`src/rtl/if_pkg.sv`:
```
// Shared definitions for the instruction-fetch prefetch stage: bus width,
// reset PC, fetch-to-decode bus layout and small helpers.
package if_pkg;

    localparam int          FS_TO_DS_BUS_WD  = 65;
    localparam logic [31:0] PC_RESET_DEFAULT = 32'h1c00_0000;

    // Field offsets inside fs_to_ds_bus = {ex_adef, inst[31:0], pc[31:0]}
    localparam int BUS_PC_LSB   = 0;
    localparam int BUS_INST_LSB = 32;
    localparam int BUS_ADEF_BIT = 64;

    // Word fetch encoding on the SRAM-like interface
    localparam logic [1:0] SRAM_SIZE_WORD = 2'h2;

    // One instruction buffer entry; packing order matches the decode bus
    typedef struct packed {
        logic        ex_adef;
        logic [31:0] inst;
        logic [31:0] pc;
    } fs_entry_t;

    function automatic logic pc_misaligned(input logic [31:0] pc);
        return pc[1:0] != 2'b00;
    endfunction

endpackage

```
`src/rtl/if_sync_fifo.sv`:
```
// Synchronous FIFO with occupancy count and a one-cycle clear.
// Clear empties the FIFO; a push in the same cycle lands as the only entry.
// DEPTH need not be a power of two (pointers wrap explicitly).
module if_sync_fifo #(
    parameter int WIDTH = 32,
    parameter int DEPTH = 4
) (
    input  logic                       clk,
    input  logic                       resetn,
    input  logic                       clear,
    input  logic                       push,
    input  logic [WIDTH-1:0]           din,
    input  logic                       pop,
    output logic [WIDTH-1:0]           dout,
    output logic                       full,
    output logic                       empty,
    output logic [$clog2(DEPTH+1)-1:0] count
);

    localparam int PW = (DEPTH > 1) ? $clog2(DEPTH) : 1;
    localparam int CW = $clog2(DEPTH + 1);

    logic [WIDTH-1:0] mem_q [DEPTH];
    logic [PW-1:0]    rd_ptr_q, rd_ptr_d;
    logic [PW-1:0]    wr_ptr_q, wr_ptr_d;
    logic [PW-1:0]    wr_idx;
    logic [CW-1:0]    count_q, count_d;
    logic             do_push, do_pop;

    function automatic logic [PW-1:0] ptr_inc(input logic [PW-1:0] p);
        return (p == PW'(DEPTH - 1)) ? '0 : p + 1'b1;
    endfunction

    assign empty   = (count_q == '0);
    assign full    = (count_q == CW'(DEPTH));
    assign count   = count_q;
    assign dout    = mem_q[rd_ptr_q];
    assign do_pop  = pop && !empty && !clear;
    assign do_push = push && (clear || !full || do_pop);
    assign wr_idx  = clear ? '0 : wr_ptr_q;

    // Next pointer and occupancy values
    always_comb begin
        // NOTE: every signal written here gets a value on every path (defaults first), so no latch is inferred.
        rd_ptr_d = rd_ptr_q;
        if (clear) begin
            rd_ptr_d = '0;
        end else if (do_pop) begin
            rd_ptr_d = ptr_inc(rd_ptr_q);
        end
        wr_ptr_d = do_push ? ptr_inc(wr_idx) : wr_idx;
        count_d  = (clear ? '0 : count_q) + CW'(do_push) - CW'(do_pop);
    end

    // Pointer and count registers
    always_ff @(posedge clk or negedge resetn) begin
        // NOTE: sequential state uses non-blocking assignments so every flop samples pre-edge values.
        if (!resetn) begin
            rd_ptr_q <= '0;
            wr_ptr_q <= '0;
            count_q  <= '0;
        end else begin
            rd_ptr_q <= rd_ptr_d;
            wr_ptr_q <= wr_ptr_d;
            count_q  <= count_d;
        end
    end

    // Storage array write port
    always_ff @(posedge clk) begin
        // NOTE: the storage array has no reset; pointers and count define validity, which keeps it a plain RAM.
        if (do_push) begin
            mem_q[wr_idx] <= din;
        end
    end

endmodule

```
`src/rtl/if_prefetch_stage.sv`:
```
// Instruction-fetch prefetch stage: issues word reads on an SRAM-like
// request/response interface, tracks in-flight addresses, buffers returned
// instructions and hands them to decode in issue order. Branch/flush
// redirects empty the buffer and drop responses of the old path.
// Optional feature macro: IF_ADEF_CHECK_EN (misaligned-PC exception entries).
module if_prefetch_stage
    import if_pkg::*;
#(
    parameter int          OUTSTANDING = 2,
    parameter int          IBUF_DEPTH  = 4,
    parameter logic [31:0] PC_RESET    = PC_RESET_DEFAULT
) (
    input  logic                       clk,
    input  logic                       resetn,
    input  logic                       ds_allowin,
    input  logic                       br_valid,
    input  logic [31:0]                br_target,
    input  logic                       flush_valid,
    input  logic [31:0]                flush_target,
    output logic                       fs_to_ds_valid,
    output logic [FS_TO_DS_BUS_WD-1:0] fs_to_ds_bus,
    output logic                       inst_sram_req,
    output logic                       inst_sram_wr,
    output logic [1:0]                 inst_sram_size,
    output logic [3:0]                 inst_sram_wstrb,
    output logic [31:0]                inst_sram_addr,
    output logic [31:0]                inst_sram_wdata,
    input  logic                       inst_sram_addr_ok,
    input  logic                       inst_sram_data_ok,
    input  logic [31:0]                inst_sram_rdata
);

    localparam int CNT_W   = $clog2(OUTSTANDING + 1);
    localparam int IBUF_CW = $clog2(IBUF_DEPTH + 1);

    logic [31:0]        fetch_pc_q, fetch_pc_d;
    logic [CNT_W-1:0]   discard_cnt_q, discard_cnt_d;
    logic [CNT_W-1:0]   inflight;
    logic               pc_fifo_full, pc_fifo_empty;
    logic [31:0]        pc_head;
    logic [IBUF_CW-1:0] ibuf_count;
    logic               ibuf_full, ibuf_empty;
    fs_entry_t          ibuf_din;
    logic               ibuf_push, ibuf_pop;
    logic               redirect;
    logic [31:0]        redirect_target;
    logic               room;
    logic               accept;
    logic               pseudo_push;
    logic               resp;
    logic               live_resp;

    // Read-only word fetches
    assign inst_sram_wr    = 1'b0;
    assign inst_sram_size  = SRAM_SIZE_WORD;
    assign inst_sram_wstrb = 4'h0;
    assign inst_sram_wdata = 32'h0;

    // Flush outranks branch, which outranks sequential fetch
    assign redirect        = flush_valid || br_valid;
    assign redirect_target = flush_valid ? flush_target : br_target;
    assign inst_sram_addr  = redirect ? redirect_target : fetch_pc_q;

    // Every in-flight request owns a reserved buffer slot, so the buffer
    // cannot overflow whatever the response timing.
    assign room = resetn && !pc_fifo_full && !ibuf_full
               && (int'(inflight) + int'(ibuf_count) < IBUF_DEPTH);

`ifdef IF_ADEF_CHECK_EN
    logic adef_hold_q, adef_hold_d;
    logic addr_bad;
    logic adef_stall;

    // A misaligned PC produces one exception entry instead of a request;
    // fetch then waits for the redirect the exception will cause.
    assign addr_bad      = pc_misaligned(inst_sram_addr);
    assign adef_stall    = adef_hold_q && !redirect;
    assign inst_sram_req = room && !addr_bad && !adef_stall;
    assign pseudo_push   = room && addr_bad && !adef_stall;

    // Exception-hold flag: set by a pseudo-entry, released by any redirect
    always_comb begin
        adef_hold_d = adef_hold_q;
        if (pseudo_push) begin
            adef_hold_d = 1'b1;
        end else if (redirect) begin
            adef_hold_d = 1'b0;
        end
    end

    // Exception-hold register
    always_ff @(posedge clk or negedge resetn) begin
        if (!resetn) begin
            adef_hold_q <= 1'b0;
        end else begin
            adef_hold_q <= adef_hold_d;
        end
    end
`else
    assign inst_sram_req = room;
    assign pseudo_push   = 1'b0;
`endif

    assign accept = inst_sram_req && inst_sram_addr_ok;

    // A response is live only on the current path: nothing left to drop and
    // no redirect in this very cycle.
    assign resp      = inst_sram_data_ok && !pc_fifo_empty;
    assign live_resp = resp && (discard_cnt_q == '0) && !redirect;

    // Fetch PC and discard counter next state
    always_comb begin
        fetch_pc_d    = fetch_pc_q;
        discard_cnt_d = discard_cnt_q;

        if (accept || pseudo_push) begin
            fetch_pc_d = inst_sram_addr + 32'd4;
        end else if (redirect) begin
            fetch_pc_d = redirect_target;
        end

        // On redirect every older request becomes stale: the live ones plus
        // those already marked, less the response consumed this cycle.
        // A request accepted this cycle is on the new path and not counted.
        if (redirect) begin
            discard_cnt_d = inflight - CNT_W'(resp);
        end else if (resp && (discard_cnt_q != '0)) begin
            discard_cnt_d = discard_cnt_q - 1'b1;
        end
    end

    // Fetch PC and discard counter registers
    always_ff @(posedge clk or negedge resetn) begin
        if (!resetn) begin
            fetch_pc_q    <= PC_RESET;
            discard_cnt_q <= '0;
        end else begin
            fetch_pc_q    <= fetch_pc_d;
            discard_cnt_q <= discard_cnt_d;
        end
    end

    // Buffer entry: returned instruction, or an exception pseudo-entry
    always_comb begin
        ibuf_din = '0;
        if (live_resp) begin
            ibuf_din.pc   = pc_head;
            ibuf_din.inst = inst_sram_rdata;
        end else if (pseudo_push) begin
            ibuf_din.ex_adef = 1'b1;
            ibuf_din.pc      = inst_sram_addr;
        end
    end

    assign ibuf_push      = live_resp || pseudo_push;
    assign fs_to_ds_valid = !ibuf_empty && !redirect;
    assign ibuf_pop       = fs_to_ds_valid && ds_allowin;

    if_sync_fifo #(
        .WIDTH (32),
        .DEPTH (OUTSTANDING)
    ) u_pc_fifo (
        .clk    (clk),
        .resetn (resetn),
        .clear  (1'b0),
        .push   (accept),
        .din    (inst_sram_addr),
        .pop    (resp),
        .dout   (pc_head),
        .full   (pc_fifo_full),
        .empty  (pc_fifo_empty),
        .count  (inflight)
    );

    if_sync_fifo #(
        .WIDTH (FS_TO_DS_BUS_WD),
        .DEPTH (IBUF_DEPTH)
    ) u_ibuf (
        .clk    (clk),
        .resetn (resetn),
        .clear  (redirect),
        .push   (ibuf_push),
        .din    (ibuf_din),
        .pop    (ibuf_pop),
        .dout   (fs_to_ds_bus),
        .full   (ibuf_full),
        .empty  (ibuf_empty),
        .count  (ibuf_count)
    );

endmodule

```
`config.mk`:
```
export PLATFORM = sky130hd
export DESIGN_NAME = if_prefetch_stage
export DESIGN_NICKNAME = d
export VERILOG_FILES = /design/src/rtl/if_pkg.sv /design/src/rtl/if_sync_fifo.sv /design/src/rtl/if_prefetch_stage.sv
export SDC_FILE = /design/constraint.sdc
export NUM_CORES = 1
export LEC_CHECK = 0
export ABC_CLOCK_PERIOD_IN_PS = 6700
export CAP_MARGIN = 20
export CORE_MARGIN = 1.5
export CORE_UTILIZATION = 30
export CTS_BUF_LIST = sky130_fd_sc_hd__clkbuf_8 sky130_fd_sc_hd__clkbuf_16
export DETAILED_ROUTE_END_ITERATION = 8
export PLACE_DENSITY = 0.56
export SLEW_MARGIN = 10
export SYNTH_ARGS = -nofsm -noshare
export SYNTH_HDL_FRONTEND = slang
export SYNTH_SLANG_ARGS = --single-unit
```
`constraint.sdc`:
```
create_clock -name clk -period 6.7 [get_ports clk]
set_clock_uncertainty 0.2 [all_clocks]
set_input_delay 1.005 -clock clk [delete_from_list [all_inputs] [get_ports clk]]
set_output_delay 1.005 -clock clk [all_outputs]
set_load 0.01 [all_outputs]
```
Word-level counts from Yosys, hierarchy flattened
Memory sizes are Yosys's and may differ from the RTL's.
Index checks and enable logic that the tools add are counted.
{"block": "totals", "memories": 2, "output_inout_bits": 138, "input_bits": 103, "ramBits": 320, "rom_bits": 0, "latchBits": 0, "word_cells": 77, "ff_bits": 45}
{"block": "op_classes", "magnitude_cmp": 1, "eq_ne": 4, "bitwise_logic": 0, "shift": 0, "div": 0, "n_mul": 0, "reduce_logical": 30, "muxes": 20, "addsub": 12}
{"memory": "u_ibuf.mem_q", "words": 4, "width": 64, "rd": 1, "rd_clocked_by_memory_dff": 0, "write_ports": 1, "line": "if_sync_fifo.sv:23", "text": "logic [WIDTH-1:0] mem_q [DEPTH];"}
{"memory": "u_pc_fifo.mem_q", "words": 2, "width": 32, "rd": 1, "rd_clocked_by_memory_dff": 0, "write_ports": 1, "line": "if_sync_fifo.sv:23"}
{"op": "$mux W32", "count": 5}
{"op": "$add A32 B3 Y32 const B", "count": 1}
{"op": "$mux W2", "count": 8}
{"op": "$logic_and A1 B1 Y1", "count": 15}
{"op": "$eq A2 B2 Y1 const B", "count": 3}
{"op": "$mux W1", "count": 6}
{"op": "$reduce_bool A2 Y1", "count": 3}
{"op": "$logic_not A1 Y1", "count": 5}
{"op": "$add A2 B1 Y2 const B", "count": 2}
{"op": "$add A2 B3 Y4", "count": 1}
{"op": "$logic_not A2 Y1", "count": 2}
{"op": "$logic_or A1 B1 Y1", "count": 4}
{"op": "$lt A4 B3 Y1 const B", "count": 1}
{"op": "$sub A2 B1 Y2", "count": 2}
{"op": "$add A3 B1 Y3", "count": 1}
{"op": "$eq A3 B3 Y1 const B", "count": 1}
{"op": "$logic_not A3 Y1", "count": 1}
{"op": "$mux W3", "count": 1}
{"op": "$sub A3 B1 Y3", "count": 1}
{"op": "$add A1 B1 Y1 const B", "count": 2}
{"op": "$add A2 B1 Y2", "count": 1}
{"op": "$sub A2 B1 Y2 const B", "count": 1}

Depth between registers and ports, before layout
Gate-level depths: netlist of run 1.
{"block": "depth", "word_depth": 10, "depth_mapped": 15, "mapped_depth_nobuf": 11}

Cells and area by module
A second synthesis of run 1 with hierarchy kept.
{"block": "hier_totals", "hier_cells": 893, "hier_area_um2": 15612.5}
{"module": "if_sync_fifo at u_ibuf", "instances": 1, "seq_area_each_um2": 7982.7, "cells_per_inst": 391, "area_per_inst_um2": 9831.9}
{"module": "if_prefetch_stage", "instances": 1, "seq_area_each_um2": 854.6, "cells_per_inst": 376, "area_per_inst_um2": 3174.3}
{"module": "if_sync_fifo at u_pc_fifo", "instances": 1, "seq_area_each_um2": 2021.9, "cells_per_inst": 126, "area_per_inst_um2": 2606.2}

Worst setup path before layout of run 1
OpenSTA, ideal clock, no wires.
{"block": "synth_path", "kind": "input-to-reg", "startpoint": "input port br_valid", "endpoint": "memory u_ibuf.mem_q[0][0] (netlist bit), enable pin", "t_arrival_ns": 3.884, "setup_time_ns": 0.429, "slack_ns": 2.188, "cell_stages": 9, "required_time_ns": 6.071, "n_path_buf": 5, "path_cell_list": "buf_6 > buf_12 > buf_12 > buf_6 > nor2_1 > buf_2 > nand3_1 > nor2_1 > and2_1"}
{"block": "synth_between", "elab_chain_len": 10, "elab_cells_between_ends": 13, "classes_between": "mux (3); reduce/logical (10)"}
{"item": "start: declaration", "line": "if_prefetch_stage.sv:16", "text": "input logic br_valid,"}
{"item": "$logic_or A1 B1 Y1 (*)", "line": "if_prefetch_stage.sv:60", "text": "assign redirect = flush_valid || br_valid;"}
{"item": "$logic_not A1 Y1", "line": "if_sync_fifo.sv:38, if_prefetch_stage.sv:109, if_prefetch_stage.sv:156"}
{"item": "$logic_and A1 B1 Y1", "line": "if_prefetch_stage.sv:156", "text": "assign fs_to_ds_valid = !ibuf_empty && !redirect;"}
{"item": "$logic_and A1 B1 Y1", "line": "if_prefetch_stage.sv:157", "text": "assign ibuf_pop = fs_to_ds_valid && ds_allowin;"}
{"item": "$logic_and A1 B1 Y1 (2 in a row)", "line": "if_sync_fifo.sv:38", "text": "assign do_pop = pop && !empty && !clear;"}
{"item": "$logic_or A1 B1 Y1", "line": "if_sync_fifo.sv:39", "text": "assign do_push = push && (clear || !full || do_pop);"}
{"item": "$logic_and A1 B1 Y1", "line": "if_sync_fifo.sv:39"}
{"item": "$mux W1", "line": "if_sync_fifo.sv:72", "text": "if (do_push) begin"}
{"item": "$mux W1 (implied by the code)", "line": "if_sync_fifo.sv:73", "text": "mem_q[wr_idx] <= din;"}
{"item": "end: declaration", "line": "if_sync_fifo.sv:23"}
Every way passes the cells marked *; elsewhere a longest branch is shown, timed or not.

Worst setup path in the final report of run 1
{"block": "layout_path", "startpoint": "register u_ibuf.rd_ptr_q[0]", "endpoint": "output port fs_to_ds_bus[35]"}
{"block": "layout_between", "elab_chain_len": 1}
{"item": "start: declaration", "line": "if_sync_fifo.sv:24", "text": "logic [PW-1:0] rd_ptr_q, rd_ptr_d;"}
{"item": "start signal: assignment", "line": "if_sync_fifo.sv:63", "text": "rd_ptr_q <= rd_ptr_d;"}
{"item": "$mem_v2 Z4 W64"}
{"item": "end: declaration", "line": "if_prefetch_stage.sv:21", "text": "output logic [FS_TO_DS_BUS_WD-1:0] fs_to_ds_bus,"}
No other way between the ends.

==> results of run 1 <==
==> registers in the layout (all words and copies together), names as in the netlist <==
name / flops
u_pc_fifo.wr_ptr_q: 1
u_pc_fifo.rd_ptr_q: 1
u_ibuf.rd_ptr_q: 2
u_ibuf.count: 3
u_pc_fifo.count: 2
u_ibuf.mem_q: 256
discard_cnt_q: 2
u_ibuf.wr_ptr_q: 2
fetch_pc_q: 32
u_pc_fifo.mem_q: 64
==> power groups by stage <==
| stage | clock network, W | registers (W) | logic, W |
|---|---|---|---|
| finish | 0.00221 | 0.00270 | 0.000599 |
| global placement | 0 | 0.00275 | 0.000610 |
| detailed placement | 0 | 0.00275 | 0.000615 |
| global route | 0.00236 | 0.00272 | 0.000663 |
| CTS | 0.00228 | 0.00270 | 0.000616 |
| floorplan | 0 | 0.00268 | 0.000422 |
==> through the flow <==
stage / utilization, % / setup slack (ns) / cell area (µm²) / hold slack (ns)
CTS: 38.17 / 2.011 / 19150 / 0.2589
global placement: 35.49 / 2.213 / 17810 / 0.2445
floorplan: - / 2.188 / 15390 / 0.2262
finish: 38.17 / 2.187 / 19150 / 0.2544
global route: 38.17 / 1.909 / 19150 / 0.2740
detailed placement: 35.49 / 2.191 / 17810 / 0.2511
==> path summary, 6_finish.rpt <==
kind / depth (start not counted) / startpoint / slack [ns] / to
max in group asynchronous: 2 / resetn / 5.47 / u_ibuf.rd_ptr_q[1]$_DFFE_PN0P_
max reg2reg: 6 / u_pc_fifo.count[1]$_DFF_PN0_ / 3.35 / u_ibuf.mem_q[2][33]$_DFFE_PP_
min in group asynchronous: 2 / resetn / 0.34 / u_pc_fifo.count[0]$_DFF_PN0_
min reg2reg: 1 / u_ibuf.wr_ptr_q[0]$_DFF_PN0_ / 0.25 / u_ibuf.wr_ptr_q[0]$_DFF_PN0_
max: 3 / u_ibuf.rd_ptr_q[0]$_DFFE_PN0P_ / 2.19 / fs_to_ds_bus[35]
min: 1 / u_ibuf.wr_ptr_q[0]$_DFF_PN0_ / 0.25 / u_ibuf.wr_ptr_q[0]$_DFF_PN0_
==> routing by layer <==
metal	share of wire (%)	wire length (µm)
met3	5.1	1692
met4	2.1	679
met5	0	0
met1	48	15720
met2	45	14990
==> final cells by class <==
cell class                 instances  area [µm²]  area share, %
clock inverter                    29       250.2          1.307
inverter                          28       105.1         0.5489
sequential                       365       10750          56.13
tap                              672       840.8          4.391
clock buffer                      45        1092          5.704
timing repair buffer             212        2077          10.85
multi-input combinational        426        4035          21.07
==> placed cells by master (no fill, tap or decap), drive strengths merged, types with 5 or more instances in the layout <==
master           n
mux2            10
mux2i           66
edfxtp         320
nor4            11
o21ai           17
nand4            5
buf             15
xor2             9
clkinv          12
dfrtp           42
nor2            39
nand2           39
and2            39
ha              13
mux4            64
inv             38
o21a             8
clkdlybuf4s50  197
xnor2           28
nor3            11
nand3            6
conb            40
clkbuf          45
==> cell families after synthesis <==
kind of cell | synth area share, %
simple gates | 5.949
buf+inv | 4.160
mux | 14.70
other cells | 0.04925
fa+ha+maj | 1.198
flops | 70.43
xor+xnor | 2.125
compound gates | 1.387
==> results.md, run 1 <==
- The cell count after synthesis is 861.
- Sorting the synthesized cells by how often they occur yields sky130_fd_sc_hd__edfxtp_1, sky130_fd_sc_hd__mux4_2, sky130_fd_sc_hd__mux2i_1.
- The startpoint type of the worst setup path is a flop.
- Across every metal layer, demand over resource in global routing totals 12.81%.
- At the worst endpoint, the required time is 5.49 ns.
- Summing the sequential cell areas from Yosys gives 70.43% of the chip area.
- The number of distinct library cell variants in the gate-level netlist after synthesis is 51.
- The number of CTS-inserted buffers is 40.
- The proportion of layout cells with a drive suffix above 1 is 15.66%.
- From synthesis to final layout, the design area changed by 25.58%.
- The remaining design rule violation count is 0.
- After clock tree synthesis, the clock-pin slew on the worst setup and hold paths is 0.06 ns.
- In this design, the largest share of critical-path delay is due to buffers and inverters.
- Internal power comes to 0.004227 W.
- The root buffer cell chosen for the clock tree is sky130_fd_sc_hd__clkbuf_16.
- The worst voltage drop across the vdd grid is 0.1497 mV.
- The maximum frequency from static timing analysis is 221.6 MHz.
- The remaining antenna violation count is 0.
- The met1 usage in global routing is 17.74%.
- The number of cells upsized or downsized after cts is 0.
- The number of top-level pins is 241.
- Sequential cells account for 49.0% of the total power.
- The fraction of met3 tracks used by global routing is 3.343%.
- Counting tap cells, the placed design contains a total of 1703 instances.
- The signal on the critical path passes through buf_4 -> mux4_2 -> clkdlybuf4s50_1.
- The number of hold violations in the final report is 0.
- The initial utilization of the core area, before any placement, comes to 30.39%.
- Total power for the finished layout comes to 0.005512 W.
- The die is 228.5 µm tall.
- The net switching power figure is 0.001285 W.
- The total number of H-tree levels is 2.
- The number of antenna violations at the first check in global routing came to 0.
- The biggest cell delay along the critical path is 1.04 ns.
- TritonCTS built the clock tree.
- The switching share of power is 23.31%.
- The die covers 0.05219 mm².
- The detail-routed via count per cell is 4.371.
- The cell area that synthesis handed to floorplanning was 0.01525 mm².
- The area inside the core boundary is 0.05017 mm².
- The largest net degree at the start of global routing is 58.
- Of all flip-flops after synthesis, the portion carrying an async set or reset was 12.33%.
- The final layout contains 1190 nets.
- The worst relative slew slack is 31.85%.
- The HPWL after detailed placement is 21.27 mm.
- The flip-flop and latch count after synthesis is 365.
- The number of hold-repair buffers added at the cts stage is 0.
- The wire length per cell is 18.62 µm.
- The routed layout has 7768 vias.
- The category of the most critical setup path is reg -> out.
- The combinational group share of total power is 10.9%.
- In this run the post-CTS setup repair buffer count came out at 0.
- The flow ran to the end, and the final reports show no timing, DRC or antenna violations.
- The insertion delay of the later-clocked pin in the worst-skew pair is 0.56 ns.
- The maximum number of buffers from clock root to sink is 3.
- The routability-driven placement congestion ratio is 0.7262.
- Among all stages on the critical path, the largest delay is contributed by sky130_fd_sc_hd__dfrtp_4.
- The most area-hungry cell type in the Yosys netlist is sky130_fd_sc_hd__edfxtp_1.
- The post-route setup TNS is 0 ns.
- The antenna diode instance count is 0.
- The via count of the first global-routing pass came to 8335.
- In this run the power density over the cells is 287.9 mW/mm².
- The path class of the tightest hold or removal check is reg -> reg.
- The number of enable-type register cells in the synthesized netlist is 320.
- For this run, the leading register cell type out of synthesis is sky130_fd_sc_hd__edfxtp_1.
- The count of buffers inserted at the top-level ports is 200.
- The share of synthesized area in the top cell type comes to 63.02%.
- The worst-margin pin slew is 1.022 ns.
- The global-route wire length before repair is 50.73 mm.
- The total setup violations reported at the end of the flow is 0.
- The final max-slew violation count is 0.
- The floorplan step set the die width to 228.5 µm.
- Setup repair after global routing left no endpoint under its margin.
- The first TritonRoute pass finished after 4 iterations.
- The clock net sink count is 365.
- The final wirelength is 33.09 mm.
- The capturing element type of the critical path is an output pin.
- Sorting the synthesized cells by area gives the leading types as sky130_fd_sc_hd__edfxtp_1, sky130_fd_sc_hd__mux4_2, sky130_fd_sc_hd__dfrtp_1.
- The count of synthesis-stage warnings from yosys is 0.
- Global routing used 19.79% of the available met2 tracks.
- The leakage power total is 6.785 nW.
- The part of the total power dissipated in the clock network is 40.1%.
- Across the run, the number of max-cap violations was 0.
- The number of placement rows is 82.
- The cell with the most instances after synthesis is sky130_fd_sc_hd__edfxtp_1.
- In this run the most used layer during global routing was met2.
- The final instance count without filler cells is 1777.
- The layout filler cell count is 4664.
- The mean post-synth cell area is 17.71 µm².
- The final critical path takes up 67.36% of the cycle.
- The total overflow left after global routing is 0.
- The worst path needs 4.513 ns of the cycle, external delays included.
- Together, buffers and inverters on the worst path number 2.
- For the worst setup path, the data arrival time is 3.31 ns.
- The DRC violation total after the first TritonRoute iteration is 445.
- Along the worst path, the maximum fanout reaches 45.
Power figures use the tool's default switching activity.
==> inputs of run 2 (changes only) <==
--- a/config.mk
+++ b/config.mk
@@ -5,13 +5,13 @@
 export SDC_FILE = /design/constraint.sdc
 export NUM_CORES = 1
 export LEC_CHECK = 0
-export ABC_CLOCK_PERIOD_IN_PS = 6700
+export ABC_CLOCK_PERIOD_IN_PS = 4000
 export CAP_MARGIN = 20
 export CORE_MARGIN = 1.5
 export CORE_UTILIZATION = 30
 export CTS_BUF_LIST = sky130_fd_sc_hd__clkbuf_8 sky130_fd_sc_hd__clkbuf_16
 export DETAILED_ROUTE_END_ITERATION = 8
-export PLACE_DENSITY = 0.56
+export PLACE_DENSITY = 0.57
 export SLEW_MARGIN = 10
 export SYNTH_ARGS = -nofsm -noshare
 export SYNTH_HDL_FRONTEND = slang
==> constraint.sdc (replaced) <==
create_clock -name clk -period 4 [get_ports clk]
set_clock_uncertainty 0.2 [all_clocks]
set_input_delay 0.6 -clock clk [delete_from_list [all_inputs] [get_ports clk]]
set_output_delay 0.6 -clock clk [all_outputs]
set_load 0.01 [all_outputs]
==> results.md, run 2 (synthesis gave the netlist of run 1 again) <==
- The run finished with clean final reports.
- Counting every sink on the clock net gives 365.
- The tightest hold path in the finished design has a slack of 0.2588 ns.
- The layout filler cell count is 4658.
- The die extent in x is 228.5 µm.
- The top cell types in the final layout, fill and taps aside, are sky130_fd_sc_hd__edfxtp_1, sky130_fd_sc_hd__clkdlybuf4s50_1, sky130_fd_sc_hd__mux4_2.
- The combined global-route utilization of all metal layers is 13.16%.
- The worst path buffer plus inverter count is 2.
- The category of the most critical setup path is reg -> out.
- The detail-routed via count per cell is 4.413.
- The worst-margin pin slew is 1.072 ns.
- The antenna diode instance count is 0.
- The number of antenna violations at the first check in global routing is 0.
- The congestion estimate from routability-driven global placement came to 0.7305.
- The layout net count is 1214.
- The maximum frequency from static timing analysis is 290.1 MHz.
- The logic depth of the worst path, buffers included is 3.
- TritonCTS built the clock tree.
- The synthesis-to-layout area growth is 28.10%.
- The number of placement rows is 82.
- The capturing element type of the critical path is an output pin.
- Wires add up to 34.27 mm.
- The first global-routing pass estimated 52.03 mm of wire.
- The floorplan die area is 0.05219 mm².
- The HPWL after detailed placement is 22.24 mm.
- The number of hold violations in the final report is 0.
- IR analysis of the VDD net gives a maximum drop of 0.2560 mV.
- Setup repair after global routing left no endpoint under its margin.
- Ranked by flip-flop count, first place goes to u_ibuf.mem_q.
- The final non-filler cell area is 0.01953 mm².
- The final critical path takes up 86.19% of the cycle.
- The pre-antenna-repair detailed-routing pass consisted of 4 iterations.
- The insertion delay of the later-clocked pin in the worst-skew pair is 0.55 ns.
- The first routing iteration left 424 violations.
- Setup violations remaining at the end of the flow were counted as 0.
- The largest registers in the layout are u_ibuf.mem_q x256, u_pc_fifo.mem_q x64, fetch_pc_q x32.
- For this design the static power due to leakage is 6.959 nW.
- Summed over all failing endpoints, the final setup total negative slack is 0 ns.
- The data arrival time of the worst path is 2.65 ns.
- The signal on the critical path passes through buf_4 -> mux4_2 -> clkdlybuf4s50_1.
- For the worst flop-to-flop path, the logic depth is 7.
- The post-route total power is 0.009505 W.
- The wire length per cell is 19.01 µm.
- The maximum number of buffers from clock root to sink is 3.
- The number of cells upsized or downsized after cts is 0.
- The count of buffers inserted at the top-level ports is 200.
- The number of top-level pins is 241.
- The storage element area is 0.01075 mm².
- STA puts the critical path data required time at 3.20 ns.
- The final max-slew violation count was 0.
- The largest single stage delay on the critical path is 0.67 ns.
- The depth of the worst hold-timing path is 1.
- STA classifies the critical path startpoint as a flop.
- The most frequent standard cell in the layout excluding fill and tap cells is sky130_fd_sc_hd__edfxtp_1.
- The number of setup buffers added after CTS is 0.
- The largest net degree at the start of global routing is 49.
- In the routed design, unresolved DRC markers number 0.
- Of all nets on the critical path, the largest fanout is 19.
- The area inside the core boundary is 0.05017 mm².
- The standard cell area after detailed placement is 0.01810 mm².
- Across the run, the number of max-cap violations was 0.
- The remaining antenna violation count is 0.
- For the finished layout, the period the worst path requires is 3.448 ns.
- On the critical path the largest part of the delay comes from buffers and inverters.
- For this design the ratio of total power to cell area is 486.6 mW/mm².
- The register with the most flip-flops in the layout has 256 of them.
- The proportion of layout cells with a drive suffix above 1 is 17.43%.
- The number of CTS-inserted buffers is 42.
- The overall overflow remaining after global route is 0.
- The class of the tightest hold or removal check is reg -> reg.
- The via count of the first global-routing pass is 8371.
- The routed layout has 7953 vias.
- Clock-pin slew was measured on the worst setup and hold paths at 0.06 ns.
- Measured against its own limit, the worst slew margin works out to 28.50%.
- The H-tree was split into 2 levels.
- The combined area of the multi-input logic cells is 0.004035 mm².
- The tree is rooted in a sky130_fd_sc_hd__clkbuf_16.
- The slowest stage of the critical path is the sky130_fd_sc_hd__dfrtp_4 cell.
- Once the floorplan was initialized, standard cells occupied 30.39% of the core.
- Measured along the y axis, the die boundary spans 228.5 µm.
-- run 2: changes by cell type in the layout (fill, tap and decap cells not counted), moves of 3 or more --
cell,change
sky130_fd_sc_hd__buf_12,+11
sky130_fd_sc_hd__buf_4,+10
sky130_fd_sc_hd__bufinv_16,+3
sky130_fd_sc_hd__clkbuf_8,-3
-- run 2: routing by layer --
layer | GRT usage [%] | vias up | part of all wire, %
met3 | 3.256 | 44 | 5.3
met2 | 20.25 | 222 | 45
met1 | 18.66 | 4007 | 48
li1 | - | 3680 | -
met4 | 3.208 | 0 | 1.7
met5 | 0 | - | 0
-- run 2: metrics by stage --
| step | setup slack, ns | cells | utilization [%] |
|---|---|---|---|
| 6_report | 0.5523 | 1802 | 38.93 |
| 5_1_grt | 0.3882 | 1802 | 38.93 |
| 4_1_cts | 0.4350 | 1802 | 38.93 |
| 3_5_place_dp | 0.5627 | 1724 | 36.08 |
| 3_3_place_gp | 0.6174 | 1724 | 36.08 |
| 2_1_floorplan | 0.4310 | 899 | - |
-- run 2: area by class of cell --
cell class,instances,share of cell area [%]
clock buffers,43,5.509
clock inverters,34,1.768
inverters,28,0.5381
multi-input cells,426,20.66
flip-flops and latches,365,55.03
well taps,672,4.305
repair buffers,234,12.20
-- run 2: final timing paths --
check | start | end | slack [ns]
setup / recovery | u_ibuf.rd_ptr_q[0]$_DFFE_PN0P_ | fs_to_ds_bus[62] | 0.55
hold / removal | u_ibuf.wr_ptr_q[0]$_DFF_PN0_ | u_ibuf.wr_ptr_q[0]$_DFF_PN0_ | 0.26
setup reg to reg | u_pc_fifo.count[1]$_DFF_PN0_ | fetch_pc_q[31]$_DFF_PN0_ | 1.03
hold reg to reg | u_ibuf.wr_ptr_q[0]$_DFF_PN0_ | u_ibuf.wr_ptr_q[0]$_DFF_PN0_ | 0.26
max in group asynchronous | resetn | u_ibuf.rd_ptr_q[0]$_DFFE_PN0P_ | 2.64
min in group asynchronous | resetn | u_pc_fifo.count[0]$_DFF_PN0_ | 0.50
-- run 2: worst register-to-register path, delay by kind of cell, from the launching register on --
family | cells | cell delay [ns]
adder cells (fa/ha/maj) | 1 | 0.25
flip-flops | 1 | 0.48
AO/OA/AOI/OAI | 1 | 0.36
AND/OR/NAND/NOR | 4 | 1.39
XOR/XNOR | 1 | 0.19
-- run 2: repair_timing --
action	4_1_cts	5_1_grt
setup endpoints to repair	0	0
endpoints found under the hold margin	42	0
hold buffers	1	0
-- run 2: where the power goes --
part / switching (W) / internal (W)
clock network: 0.00151 / 0.00240
registers: 0.000164 / 0.00436
logic: 0.000534 / 0.000527
==> inputs of run 3 (changes only) <==
--- a/config.mk
+++ b/config.mk
@@ -5,14 +5,13 @@
 export SDC_FILE = /design/constraint.sdc
 export NUM_CORES = 1
 export LEC_CHECK = 0
-export ABC_CLOCK_PERIOD_IN_PS = 4000
+export ABC_CLOCK_PERIOD_IN_PS = 4200
 export CAP_MARGIN = 20
 export CORE_MARGIN = 1.5
 export CORE_UTILIZATION = 30
 export CTS_BUF_LIST = sky130_fd_sc_hd__clkbuf_8 sky130_fd_sc_hd__clkbuf_16
 export DETAILED_ROUTE_END_ITERATION = 8
-export PLACE_DENSITY = 0.57
-export SLEW_MARGIN = 10
+export PLACE_DENSITY = 0.56
 export SYNTH_ARGS = -nofsm -noshare
 export SYNTH_HDL_FRONTEND = slang
 export SYNTH_SLANG_ARGS = --single-unit
==> constraint.sdc (replaced) <==
create_clock -name clk -period 4.2 [get_ports clk]
set_clock_uncertainty 0.2 [all_clocks]
set_input_delay 0.63 -clock clk [delete_from_list [all_inputs] [get_ports clk]]
set_output_delay 0.63 -clock clk [all_outputs]
set_load 0.01 [all_outputs]
==> results.md, run 3 (synthesis gave the netlist of run 1 again) <==
- The flow ran to the end, and the final reports show no timing, DRC or antenna violations.
- The total setup violations reported at the end of the flow is 0.
- The remaining design rule violation count is 0.
- The starting utilization of the core area is 30.39%.
- At the worst endpoint, the required time is 3.37 ns.
- The antenna diode instance count is 0.
- Across all register-to-register paths, the minimum setup slack is 1.23 ns.
- After clock tree synthesis, the clock-pin slew on the worst setup and hold paths is 0.06 ns.
- Wires add up to 33.80 mm.
- The HPWL after detailed placement is 22.17 mm.
- The library cells used most frequently in the layout, excluding fill and tap cells, are sky130_fd_sc_hd__edfxtp_1, sky130_fd_sc_hd__clkdlybuf4s50_1, sky130_fd_sc_hd__mux4_2.
- The final max-slew violation count is 0.
- The iteration count of the initial detailed-routing pass is 4.
- The routed layout has 7857 vias.
- The die is 228.5 µm wide.
- From bottom edge to top edge, the die measures 228.5 µm.
- Fill cells in the final layout number 4654.
- The remaining antenna violation count is 0.
- The largest registers in the layout are u_ibuf.mem_q x256, u_pc_fifo.mem_q x64, fetch_pc_q x32.
- The first global-routing pass estimated 51.41 mm of wire.
- The via count of the first global-routing pass is 8218.
- From synthesis to final layout, the design area changed by 27.06%.
- The number of maximum-capacitance constraint violations is 0.
- Net switching is 23.61% of the power.
- The number of hold violations in the final report came to 0.
- The startpoint type of the worst setup path is a primary input.
- The worst-case reg-to-reg path depth is 7.
- The count of buffers inserted at the top-level ports is 200.
- Setup repair after global routing left no endpoint under its margin.
- The overall overflow remaining after global route is 0.
- Buffers inserted during clock tree synthesis total 41.
- The global routing met2 resource utilization is 20.19%.
- The worst setup path is captured at an output pin.
- TritonCTS built the clock tree.
- The fraction of met3 tracks used by global routing is 2.819%.
- The number of hold-repair buffers added at the cts stage is 0.
- Derived from the worst setup path, the maximum achievable clock frequency is 279.0 MHz.
- The total number of H-tree levels is 2.
- The number of placement rows is 82.
- In the final routed layout, each cell accounts on average for 18.84 µm.
- The end of the worst register-to-register path is fetch_pc_q[31]$_DFF_PN0_.
- For this design, the sink count on the clock tree is 365.
- Entering global routing, the biggest net connects 47 pins.
- The register with the most flip-flops in the layout has 256 of them.
- The data arrival time of the worst path is 2.75 ns.
- The post-route total power is 0.008747 W.
- The launch instance of the worst register-to-register path is u_pc_fifo.count[1]$_DFF_PN0_.
- The post-route setup TNS is 0 ns.
- The worst-margin pin slew is 1.085 ns.
- The area inside the core boundary is 0.05017 mm².
- The library cell used most frequently in the layout, excluding fill and tap cells, is sky130_fd_sc_hd__edfxtp_1.
- Once the clock tree was built, the resizer swapped 0 gates to a different size.
- The share of total power dissipated in sequential elements is 49.3%.
- The routability-driven placement congestion ratio is 0.7104.
- The layer flagged by global routing as most heavily used is met2.
- The layout net count is 1209.
- The worst relative slew slack is 27.66%.
- The first routing iteration left 266 violations.
- Global routing used 18.30% of the available met1 tracks.
- Ranked by flip-flop count, first place goes to u_ibuf.mem_q.
- After detailed routing, the number of vias per cell comes to 4.380.
- Registers take 0.01075 mm².
- The number of top-level pins is 241.
- Global routing used 13.06% of the available tracks across all layers.
- The floorplan die area is 0.05219 mm².
- The combinational group share of total power is 11.4%.
- For this design the total switching power over the nets is 0.002065 W.
- The proportion of layout cells with a drive suffix above 1 is 16.93%.
- Dividing total power by cell area gives a power density of 451.4 mW/mm².
- The class of the tightest hold or removal check is in -> async.
- The leakage power total is 6.883 nW.
- The number of antenna violations at the first check in global routing is 0.
- For the finished layout, the period the worst path requires is 3.585 ns.
- In the finished design, the share of the clock period the worst path needs comes to 85.35%.
- The part of the total power dissipated in the clock network is 39.3%.
- IR analysis of the VDD net gives a maximum drop of 0.2557 mV.
- For the worst-skew pair, the clock arrives at the later sink with an insertion delay of 0.55 ns.
- The number of setup buffers added after CTS is 0.
- Internal power comes to 0.006681 W.
- The maximum number of buffers from clock root to sink is 3.
- The root buffer selected by CTS is sky130_fd_sc_hd__clkbuf_16.
- The critical path is of the in -> out type.
- The combined area of the multi-input logic cells is 0.004035 mm².
- The maximum fanout encountered on the critical timing path is 23.
==> run 3: cell count changes in the layout (fill, tap and decap cells not counted), sizes merged <==
cell	before	now
clkinvlp	4	2
inv	38	35
clkinv	13	18
buf	36	33
dlygate4sd3	1	0
bufinv	7	3
==> run 3: metal layers <==
metal  part of all wire (%)  routed length (µm)
met1                     47               15950
met2                     46               15510
met3                    4.9                1669
met4                    2.0                 675
met5                      0                   0
==> run 3: per-stage QoR <==
stage | hold WS, ns | instances | cell area, µm² | utilization, % | setup WS (ns)
after floorplan | 0.1344 | 899 | 15390 | - | 0.06273
after global placement | 0.2383 | 1721 | 18080 | 36.03 | 0.6338
after detailed placement | 0.2506 | 1721 | 18080 | 36.03 | 0.5837
after CTS | 0.01962 | 1794 | 19370 | 38.62 | 0.5453
after global routing | 0.05161 | 1794 | 19370 | 38.62 | 0.4749
final | 0.01802 | 1794 | 19370 | 38.62 | 0.6153
==> run 3: worst max path at each step <==
stage | from | to | slack, ns | depth (start not counted)
final | br_valid | inst_sram_addr[12] | 0.62 | 6
after global routing | u_ibuf.rd_ptr_q[0]$_DFFE_PN0P_ | fs_to_ds_bus[3] | 0.47 | 3
after CTS | u_ibuf.rd_ptr_q[0]$_DFFE_PN0P_ | fs_to_ds_bus[3] | 0.55 | 3
after detailed placement | br_valid | inst_sram_addr[12] | 0.58 | 6
after global placement | br_valid | inst_sram_addr[12] | 0.63 | 6
after floorplan | br_valid | u_ibuf.mem_q[0][0]$_DFFE_PP_ | 0.06 | 9
==> run 3: critical path, stage by stage <==
cell and delay [ns]:
sky130_fd_sc_hd__buf_2 0.52, sky130_fd_sc_hd__buf_4 0.30, sky130_fd_sc_hd__mux2_4 0.31, sky130_fd_sc_hd__mux2i_2 0.32
sky130_fd_sc_hd__inv_1 0.16, sky130_fd_sc_hd__clkdlybuf4s50_1 0.51
==> run 3: area by class of cell <==
| type | instances | share of cell area (%) |
|---|---|---|
| Sequential cell | 365 | 55.47 |
| Timing Repair Buffer | 230 | 12.13 |
| Clock inverter | 30 | 1.137 |
| Clock buffer | 43 | 5.554 |
| Multi-Input combinational cell | 426 | 20.83 |
| Inverter | 28 | 0.5425 |
| Tap cell | 672 | 4.340 |
==> run 3: power by group through the flow <==
stage          Combinational [W]  Sequential (W)  Clock, W
5_1_grt                  0.00110         0.00434   0.00369
3_5_place_dp             0.00103         0.00439         0
2_1_floorplan           0.000673         0.00428         0
4_1_cts                  0.00103         0.00432   0.00357
3_3_place_gp             0.00102         0.00439         0
6_report                 0.00100         0.00431   0.00344
